$ cat src/rtl/leve1_axir_arb_pkg.sv
// Shared definitions for the LEVE1 two-requester AXI read arbiter.
// Holds the arbiter state encoding and the AXI burst/length constants.
package leve1_axir_arb_pkg;

  typedef enum logic [2:0] {IDLE, AR0, AR1, R0, R1} arb_st_t;

  localparam logic [1:0] AXI_BURST_FIXED = 2'b00;
  localparam logic [1:0] AXI_BURST_INCR  = 2'b01;
  localparam logic [1:0] AXI_BURST_WRAP  = 2'b10;

  localparam logic [7:0] LEVE_AXI_MAXLEN = 8'd15;

endpackage

$ cat src/rtl/leve1_rr_pick.sv
// Two-way grant picker: round-robin against last_gnt, or S0-first when fixed is set.
// Purely combinational; a lone request is always granted.
module leve1_rr_pick (
  input  logic [1:0] req,
  input  logic       last_gnt,
  input  logic       fixed,
  output logic [1:0] gnt
);

  always_comb begin
    gnt = req;
    // last_gnt=1 means S1 owned the previous burst, so S0 is next in line.
    if (req == 2'b11) gnt = (fixed || last_gnt) ? 2'b01 : 2'b10;
  end

endmodule

$ cat src/rtl/leve1_axir_arb.sv
// Shares one AXI read initiator between instruction fetch (S0) and LSU (S1), one burst at a time.
// One bubble cycle from request to M.ARVALID; AR and R handshakes pass straight through to the owner.
module leve1_axir_arb
  import leve1_axir_arb_pkg::*;
#(
  parameter bit         FIXED_PRIO = 1'b0,
  parameter logic [7:0] MAX_LEN    = LEVE_AXI_MAXLEN,
  parameter int         AW         = 32,
  parameter int         DW         = 32
) (
  input  logic          CLK,
  input  logic          RSTn,

  input  logic          s0_arvalid,
  output logic          s0_arready,
  input  logic [AW-1:0] s0_araddr,
  input  logic [7:0]    s0_arlen,
  input  logic [1:0]    s0_arburst,
  input  logic [2:0]    s0_arsize,
  output logic          s0_rvalid,
  input  logic          s0_rready,
  output logic [DW-1:0] s0_rdata,
  output logic [1:0]    s0_rresp,
  output logic          s0_rlast,

  input  logic          s1_arvalid,
  output logic          s1_arready,
  input  logic [AW-1:0] s1_araddr,
  input  logic [7:0]    s1_arlen,
  input  logic [1:0]    s1_arburst,
  input  logic [2:0]    s1_arsize,
  output logic          s1_rvalid,
  input  logic          s1_rready,
  output logic [DW-1:0] s1_rdata,
  output logic [1:0]    s1_rresp,
  output logic          s1_rlast,

  output logic          m_arvalid,
  input  logic          m_arready,
  output logic [AW-1:0] m_araddr,
  output logic [7:0]    m_arlen,
  output logic [1:0]    m_arburst,
  output logic [2:0]    m_arsize,
  input  logic          m_rvalid,
  output logic          m_rready,
  input  logic [DW-1:0] m_rdata,
  input  logic [1:0]    m_rresp,
  input  logic          m_rlast,

  output logic          OBUSY,
  output logic [1:0]    OGNT,
  output logic          OERR
);

  arb_st_t    state;
  logic       last_gnt;
  logic [7:0] cnt;
  logic [7:0] exp_len;
  logic [1:0] pick;

  logic in_ar, in_r, sel1, cur_arvalid, ar_hs, r_hs;

  leve1_rr_pick u_pick (
    .req      ({s1_arvalid, s0_arvalid}),
    .last_gnt (last_gnt),
    .fixed    (FIXED_PRIO),
    .gnt      (pick)
  );

  // Handshake-visible outputs are forced low while RSTn is asserted.
  always_comb begin
    in_ar       = (state == AR0) || (state == AR1);
    in_r        = (state == R0)  || (state == R1);
    sel1        = (state == AR1) || (state == R1);
    cur_arvalid = sel1 ? s1_arvalid : s0_arvalid;

    m_arvalid   = RSTn && in_ar;
    m_araddr    = sel1 ? s1_araddr  : s0_araddr;
    m_arlen     = sel1 ? s1_arlen   : s0_arlen;
    m_arburst   = sel1 ? s1_arburst : s0_arburst;
    m_arsize    = sel1 ? s1_arsize  : s0_arsize;
    s0_arready  = RSTn && (state == AR0) && m_arready;
    s1_arready  = RSTn && (state == AR1) && m_arready;

    m_rready    = RSTn && (((state == R0) && s0_rready) || ((state == R1) && s1_rready));
    s0_rvalid   = RSTn && (state == R0) && m_rvalid;
    s1_rvalid   = RSTn && (state == R1) && m_rvalid;
    s0_rdata    = m_rdata;
    s1_rdata    = m_rdata;
    s0_rresp    = m_rresp;
    s1_rresp    = m_rresp;
    s0_rlast    = m_rlast;
    s1_rlast    = m_rlast;

    ar_hs       = m_arvalid && m_arready;
    r_hs        = m_rvalid && m_rready;
  end

  always_ff @(posedge CLK) begin
    if (!RSTn) begin
      state    <= IDLE;
      last_gnt <= 1'b1;
      cnt      <= 8'd0;
      exp_len  <= 8'd0;
      OBUSY    <= 1'b0;
      OGNT     <= 2'b00;
      OERR     <= 1'b0;
    end else begin
      if (!in_r && m_rvalid) OERR <= 1'b1;
      case (state)
        IDLE: begin
          if (pick[0]) begin
            state <= AR0;
            OBUSY <= 1'b1;
            OGNT  <= 2'b01;
          end else if (pick[1]) begin
            state <= AR1;
            OBUSY <= 1'b1;
            OGNT  <= 2'b10;
          end
        end
        AR0, AR1: begin
          // The owner is held until the handshake even if its request is withdrawn.
          if (!cur_arvalid) OERR <= 1'b1;
          if (ar_hs) begin
            exp_len  <= m_arlen;
            cnt      <= 8'd0;
            last_gnt <= sel1;
            state    <= sel1 ? R1 : R0;
            if (m_arlen > MAX_LEN) OERR <= 1'b1;
          end
        end
        R0, R1: begin
          if (r_hs) begin
            cnt <= cnt + 8'd1;
            if (m_rlast) begin
              if (cnt != exp_len) OERR <= 1'b1;
              state <= IDLE;
              OBUSY <= 1'b0;
              OGNT  <= 2'b00;
            end else if (cnt == exp_len) begin
              OERR <= 1'b1;
            end
          end
        end
        default: begin
          state <= IDLE;
          OBUSY <= 1'b0;
          OGNT  <= 2'b00;
        end
      endcase
    end
  end

endmodule

$ cat config.mk
export PLATFORM = sky130hd
export DESIGN_NAME = leve1_axir_arb
export DESIGN_NICKNAME = d
export VERILOG_FILES = /design/src/rtl/leve1_axir_arb_pkg.sv /design/src/rtl/leve1_rr_pick.sv /design/src/rtl/leve1_axir_arb.sv
export SDC_FILE = /design/constraint.sdc
export NUM_CORES = 1
export LEC_CHECK = 0
export CAP_MARGIN = 30
export CELL_PAD_IN_SITES_DETAIL_PLACEMENT = 2
export CELL_PAD_IN_SITES_GLOBAL_PLACEMENT = 2
export CORE_ASPECT_RATIO = 1.1
export CORE_UTILIZATION = 14
export CTS_BUF_LIST = sky130_fd_sc_hd__clkbuf_2 sky130_fd_sc_hd__clkbuf_4 sky130_fd_sc_hd__clkbuf_8
export DETAILED_ROUTE_END_ITERATION = 10
export GPL_TIMING_DRIVEN = 0
export PLACE_DENSITY = 0.91
export SLEW_MARGIN = 10
export SYNTH_ARGS = -nofsm -noshare
export SYNTH_HDL_FRONTEND = slang
export SYNTH_SLANG_ARGS = --single-unit
$ cat constraint.sdc
create_clock -name CLK -period 2.5 [get_ports CLK]
set_clock_uncertainty 0.2 [all_clocks]
set_input_delay 0.375 -clock CLK [delete_from_list [all_inputs] [get_ports CLK]]
set_output_delay 0.375 -clock CLK [all_outputs]
set_load 0.01 [all_outputs]
* Word level (Yosys, flattened, before mapping) *
Cells that the tools add are included.

word-level totals
  bits in registers = 24
  output and inout port bits = 125
  word-level logic and storage cells = 85

cells by class
  $add $sub $neg = 1
  order comparisons = 1
  equal/unequal tests = 11
  multiplexer cells = 36
  bitwise operators = 1
  reduce and logical (&&, ||, !) cells = 28

operators by type and width
  kind                 number
  $mux 32              1
  $mux 8               3
  $mux 3               7
  $pmux 8 s2           1
  $logic_and 1x1->1    15
  $mux 2               7
  $mux 1               13
  $pmux 3 s3           1
  $add 8x1->8 const B  1
  $eq 8x8->1           1
  $gt 8x4->1 const B   1
  $ne 8x8->1           1
  $reduce_and 4->1     2
  $eq 3x2->1 const B   2
  $ne 2x2->1 const B   3
  $pmux 2 s3           1
  $logic_or 1x1->1     4
  $reduce_or 2->1      2
  $eq 3x1->1 const B   1
  $eq 3x3->1 const B   1
  $logic_not 3->1      1
  $ne 3x3->1 const B   1
  $pmux 1 s3           1
  $reduce_and 3->1     1
  6 further kinds      6

* Logic depth before layout (Yosys ltp) *
Gate-level depths: netlist of run 1.

  depth after elaboration = 9
  depth in mapped cells = 7

* By module *
Synthesis of run 1 repeated with hierarchy kept, for this count alone.

second synthesis, totals
  cells, all modules = 284
  area total of the unflattened synthesis = 2,472.4 µm²

by module, submodules not included
  module          times used  cells an instance  area each (µm²)
  leve1_axir_arb  1           280                2,449.8
  leve1_rr_pick   1           4                  22.5

* Worst setup path before layout of run 1 *
Ideal clock, no wire load.

  path type = reg-to-output
  start point = register state[1]
  end point = output m_araddr[24]
  arrival = 1.559 ns
  slack = 0.366 ns
  stages on the path, launching flop included = 7
  path buffers = 3
  cells stage by stage = dfxtp_1 -> buf_2 -> xnor2_1 -> nor2_1 -> buf_2 -> buf_4 -> mux2_1

on the way
  cells in the longest elaborated chain, start to end = 3
  elaborated cells between the ends (all ways) = 4
  those cells by class = eq/ne: 2; mux: 1; reduce/logical: 1

ends and longest elaborated chain
  element                                          RTL line               source
  start: declaration                               leve1_axir_arb.sv:55   arb_st_t state;
  start signal: assignment                         leve1_axir_arb.sv:129  state <= sel1 ? R1 : R0;
  $eq 3x2->1 / $eq 3x3->1 (equally long branches)  leve1_axir_arb.sv:74   sel1 = (state == AR1) || (state == R1);
  $logic_or 1x1->1 (*)                             leve1_axir_arb.sv:74
  $mux 32 (*)                                      leve1_axir_arb.sv:78   m_araddr = sel1 ? s1_araddr : s0_araddr;
  end: declaration                                 leve1_axir_arb.sv:40   output logic [AW-1:0] m_araddr,

Mark *: on every way between the ends. The rest lies on a longest branch, timed or not.

* Worst setup path after layout of run 1 *
  start point = register state[1]
  end point = output m_araddr[20]

The elaborated chain is that of the path after synthesis.

==> impl_metrics.env, run 1 <==
export IMPL_maxSlewViolCount=0
export IMPL_route_met2_wl_mm=7.64
export IMPL_synth_seq_cells=24
export IMPL_required_ns=1.92
export IMPL_grt_max_degree=13
export IMPL_async_flop_share=0
export IMPL_design_area_um2=5190
export IMPL_layout_common_cells="clkdlybuf4s50_1, buf_4, buf_2"
export IMPL_worstMarginPinSlew_ns=0.475
export IMPL_grt_pass1_wl_mm=18.7
export IMPL_synth_area_leader_cell="buf_4"
export IMPL_maxCapViolCount=0
export IMPL_cts_max_level=1
export IMPL_synth_fp_nets=422
export IMPL_synth_area_leaders="buf_4, dfxtp_1, mux2_2, mux2_1, mux2i_1"
export IMPL_drtIter0Drc=50
export IMPL_cts_sinks=24
export IMPL_rsz0062_at_grt="yes"
export IMPL_coreArea_um2=17000
export IMPL_timing_hold_ws_ns=0.256
export IMPL_first_global_vias=3351
export IMPL_wirelength_mm=13.1
export IMPL_antennaDiodeCount=0
export IMPL_seq_area_um2=487
export IMPL_netSwitchingFraction=0.366
export IMPL_via_per_inst=4.01
export IMPL_ys_flop_type="dfxtp_1"
export IMPL_crit_path_start_kind="register"
export IMPL_synth_top_area_share=0.232
export IMPL_nNetsFinal=676
export IMPL_intPower_mw=1.69
export IMPL_cts_tree="yes"
export IMPL_syn_area_um2=2430
export IMPL_hold_class="register to register"
export IMPL_clk_latency_ns=0.26
export IMPL_wl_met1_mm=4.59
export IMPL_powerDensity_nw_per_um2=514
export IMPL_synth_cells=288
export IMPL_die_x_um=128
export IMPL_dieArea_um2=17900
export IMPL_cp_end_kind="output port"
export IMPL_fp_dieH_um=140
export IMPL_wl_met3_um=807
export IMPL_placed_cell_area_um2=4950
export IMPL_syn_avg_cell_area_um2=8.42
export IMPL_crit_arrival_ns=1.91
export IMPL_drc=0
export IMPL_fmax_ghz=0.402
export IMPL_first_pass_iters=4
export IMPL_finalSetupViolations=0
export IMPL_p_sw_mw=0.978
export IMPL_hold_path_depth=2
export IMPL_root_buffer="clkbuf_8"
export IMPL_period_share=0.994
export IMPL_timing_slew_headroom=0.683
export IMPL_crit_type="register to output port"
export IMPL_min_period_ns=2.48
export IMPL_synth_edf_count=0
export IMPL_finalHoldViolCount=0
export IMPL_wl_per_cell_um=17.0
export IMPL_fillerInstances=1928
export IMPL_mostFrequentLayoutCell="clkdlybuf4s50_1"
export IMPL_areaGrowthSynthToFinish_pct=114
export IMPL_yosysSeqAreaShare=0.198
export IMPL_gp_routability_congestion=0.769
export IMPL_grt_antenna_before_repair=0
export IMPL_synth_warnings=0
export IMPL_power_leakage_nw=2.18
export IMPL_r2r_cells=9
export IMPL_track_usage=0.135
export IMPL_p_total_mw=2.67
export IMPL_run_status="finished, final reports clean"
export IMPL_topRoutingLayerUsed="met4"
export IMPL_multi_input_area_um2=1370
export IMPL_ant_nets=0
export IMPL_fp_row_count=50
export IMPL_initial_core_util=0.143
export IMPL_cts_reportedPaths_clkPinSlew_ns=0.09
export IMPL_pwr_share_seq=0.181
export IMPL_cp_max_fo=5
export IMPL_cts_buffers=3
export IMPL_ctsLongestPathBuffers=2
export IMPL_p_comb_frac=0.732
export IMPL_dpl_hpwl_mm=11.0
export IMPL_drive_above_1_share=0.361
export IMPL_io_buffers=223
export IMPL_ir_drop_uv=193
export IMPL_clock_power_share=0.087
export IMPL_vias=3100
export IMPL_ios=258
export IMPL_ys_types=42
export IMPL_overflow=0
[through the flow]
step                setup WS [ns]   util  instances  setup TNS (ns)
floorplan                   0.366      -        288               0
global placement           -0.496  0.291        745          -13.99
detailed placement         -0.549  0.291        745          -17.25
CTS                       -0.0807  0.301        766          -0.202
global route              -0.0512  0.305        774          -0.174
finish                     0.0151  0.305        774               0
[path summary, 6_finish.rpt]
kind	start	end	slack (ns)
setup reg to reg	state[1]$_SDFFE_PN0P_	cnt[7]$_SDFFE_PN0P_	0.22
hold reg to reg	OBUSY$_SDFFE_PN0P_	OBUSY$_SDFFE_PN0P_	0.26
setup / recovery	state[1]$_SDFFE_PN0P_	m_araddr[20]	0.02
hold / removal	OBUSY$_SDFFE_PN0P_	OBUSY$_SDFFE_PN0P_	0.26
[what timing repair did]
item	4_1_cts	5_1_grt
resized for setup	214	17
hold buffers	0	0
pin swaps	3	3
setup buffers	18	9
setup endpoints to repair	49	45
gates cloned	0	1
[metal layers]
metal / vias to the layer above / global-route usage
li1: 1437 / -
met1: 1527 / 0.136
met2: 126 / 0.288
met3: 10 / 0.0264
met4: 0 / 0.0125
met5: - / 0
[worst max-delay path: stages (launching register included)]
cell,delay [ns]
dfxtp_4,0.36
buf_8,0.12
xnor2_4,0.19
nor2_4,0.05
buf_6,0.12
buf_6,0.12
buf_6,0.13
buf_6,0.11
mux2_4,0.31
buf_6,0.12
[cell usage after synthesis (2+ instances only)]
cell type,number
nand4_1,4
mux2_1,21
nand3_1,7
inv_1,9
o21ai_0,9
a21oi_1,14
dfxtp_1,24
nor2_1,23
nand4b_1,4
or3b_1,2
o221ai_1,2
nand2_1,14
or3_1,4
mux2i_1,9
xnor2_1,10
buf_2,5
or4_1,2
mux2_2,24
buf_4,75
o22ai_1,3
nor4_1,2
[cell families after synthesis]
family,synth area share
muxes,0.246
DFF,0.198
AOI/OAI and AO/OA,0.0985
adders and majority gates,0.00516
and+or+nand+nor,0.147
buffers and inverters,0.263
xor gates and xnor gates,0.0428
[layout make-up]
type | instances | area share
tap | 234 | 0.0564
inverter | 9 | 0.00651
clock buffer | 3 | 0.00796
sequential | 24 | 0.0938
multi-input combinational | 173 | 0.265
timing repair buffer | 250 | 0.445
buffer | 81 | 0.125
[sequential cells by signal (all words and copies together) (netlist names)]
register,flops
last_gnt,1
state,3
exp_len,8
OBUSY,1
OERR,1
cnt,8
OGNT,2
[power by group through the flow]
stage | clock network (mW) | registers, mW | logic, mW
floorplan | 0 | 0.487 | 0.849
global placement | 0 | 0.487 | 1.67
detailed placement | 0 | 0.494 | 1.72
CTS | 0.238 | 0.485 | 1.92
global route | 0.259 | 0.493 | 2.08
finish | 0.232 | 0.484 | 1.95
(Power assumes the default switching activity.)
==> run 2: changes to the inputs <==
- CORE_UTILIZATION: 14 -> 12
- PLACE_DENSITY: 0.91 -> 0.84
- clock period: 2.5 -> 2.25 ns (I/O delays scaled with it)
==> impl_metrics.env, run 2 (same netlist as run 1, synthesis figures left out) <==
export IMPL_run_status="finished, violations left"
export IMPL_violations="setup timing"
export IMPL_coreArea_um2=19800
export IMPL_ios=258
export IMPL_r2r_slack_ns=0.05
export IMPL_dieArea_um2=20800
export IMPL_gp_routability_congestion=0.709
export IMPL_io_buffers=223
export IMPL_first_pass_iters=3
export IMPL_dpl_hpwl_mm=10.3
export IMPL_wirelength_mm=13.4
export IMPL_fp_row_count=54
export IMPL_crit_cells=8
export IMPL_ant_nets=0
export IMPL_r2r_cells=7
export IMPL_cts_max_level=1
export IMPL_root_buffer="clkbuf_8"
export IMPL_rsz0062_at_grt="yes"
export IMPL_drtIter0Drc=32
export IMPL_timing_slew_headroom=0.681
export IMPL_path_cells="buf_8, xnor2_4, nor2_4, buf_12, buf_8, buf_6, mux2_4, buf_6"
export IMPL_cts_tree="yes"
export IMPL_period_share=1.06
export IMPL_fin_cells=800
export IMPL_hold_path_depth=2
export IMPL_hold_buffers=0
export IMPL_antennaDiodeCount=0
export IMPL_fin_util=0.288
export IMPL_first_global_vias=3305
export IMPL_wl_met1_mm=4.61
export IMPL_required_ns=1.71
export IMPL_fmax_ghz=0.420
export IMPL_finalHoldViolCount=0
export IMPL_p_total_mw=3.62
export IMPL_maxCapViolCount=0
export IMPL_cts_sinks=24
export IMPL_cp_end_kind="output port"
export IMPL_grt_antenna_before_repair=0
export IMPL_finalWorstSetupSlack_ns=-0.132
export IMPL_reg_top3="cnt x8, exp_len x8, state x3"
export IMPL_initial_core_util=0.123
export IMPL_min_period_ns=2.38
export IMPL_wl_met3_um=971
export IMPL_fp_dieH_um=151
export IMPL_worstMarginPinSlew_ns=0.479
export IMPL_wl_per_cell_um=16.7
export IMPL_cts_buffers=3
export IMPL_route_met2_wl_mm=7.68
export IMPL_mostFrequentLayoutCell="clkdlybuf4s50_1"
export IMPL_crit_path_start_kind="register"
export IMPL_grt_pass1_wl_mm=18.7
export IMPL_die_x_um=138
export IMPL_ir_drop_uv=233
export IMPL_pre_cts_slack_ns=-0.745
export IMPL_crit_arrival_ns=1.84
export IMPL_track_usage=0.118
export IMPL_finalSetupViolations=40
export IMPL_drc=0
export IMPL_max_stage_delay_ns=0.36
export IMPL_vias=3049
export IMPL_powerDensity_nw_per_um2=636
export IMPL_cp_top_family="buffers and inverters"
export IMPL_crit_type="register to output port"
export IMPL_crit_slowest_cell="dfxtp_4"
export IMPL_topRoutingLayerUsed="met4"
export IMPL_layout_common_cells="clkdlybuf4s50_1, buf_4, buf_6"
export IMPL_cts_reportedPaths_clkPinSlew_ns=0.10
export IMPL_path_buf_inv=5
export IMPL_clk_latency_ns=0.27
export IMPL_power_leakage_nw=2.40
export IMPL_nNetsFinal=683
export IMPL_ctsLongestPathBuffers=2
export IMPL_cp_max_fo=8
export IMPL_via_per_inst=3.81
export IMPL_grt_max_degree=15
export IMPL_drive_above_1_share=0.401
export IMPL_hold_class="register to register"
export IMPL_dp_cells=763
export IMPL_areaGrowthSynthToFinish_pct=135
export IMPL_overflow=0
export IMPL_maxSlewViolCount=0
[run 2: cell count changes in the layout (fill, tap and decap cells not counted), sizes merged, moves of 3 or more]
cell and change:
buf +13, clkbuf -4, clkdlybuf4s50 -3, dlygate4sd2 +5, dlymetal6s2s -3
[run 2: per-stage QoR]
stage	hold WS (ns)	setup TNS, ns	cell area [um^2]
2_1_floorplan	0.250	0	2430
6_report	0.271	-2.35	5700
3_5_place_dp	0.266	-29.97	4970
3_3_place_gp	0.244	-28.94	4970
5_1_grt	0.303	-5.78	5700
4_1_cts	0.281	-7.05	5620
[run 2: final cells by class]
type / count / area, um^2
multi-input cells: 173 / 1510
flip-flops and latches: 24 / 487
plain buffers: 80 / 642
fillers: 2188 / 14100
well taps: 252 / 315
clock inverters: 1 / 30.0
inverters: 9 / 33.8
repair buffers: 258 / 2640
clock buffers: 3 / 41.3
[run 2: power by group]
| part | internal [mW] | total, mW | switching, mW | leakage [nW] |
|---|---|---|---|---|
| sequential | 0.488 | 0.538 | 0.0498 | 0.197 |
| clock | 0.238 | 0.395 | 0.157 | 0.0357 |
| combinational | 1.68 | 2.69 | 1.01 | 2.16 |
[run 2: tightest hold or removal path: stages, from the launching register on]
cell and delay [ns]:
dfxtp_1 0.33, inv_1 0.05, o22ai_1 0.05
[run 2: layer usage]
metal	up-vias	global-route usage
met1	1455	0.122
li1	1456	-
met4	0	0.0176
met5	-	0
met3	10	0.0231
met2	128	0.242
[run 2: path summary, 6_finish.rpt]
kind | from | to
worst min register to register | OBUSY$_SDFFE_PN0P_ | OBUSY$_SDFFE_PN0P_
worst max-delay path | state[1]$_SDFFE_PN0P_ | m_araddr[22]
worst min-delay path | OBUSY$_SDFFE_PN0P_ | OBUSY$_SDFFE_PN0P_
worst max register to register | state[1]$_SDFFE_PN0P_ | cnt[3]$_SDFFE_PN0P_
[run 2: timing repair]
action,CTS,global route
endpoints found under the hold margin,0,0
cloned,2,1
endpoints found under the setup margin,56,52
setup buffers,29,6
resized for setup,298,38
pin swaps,3,1
==> run 3: changes to the inputs <==
- CTS_CLUSTER_SIZE: default -> 16
==> results of run 3 <==
Final layout, timing and power as in run 2 (identical DEF).
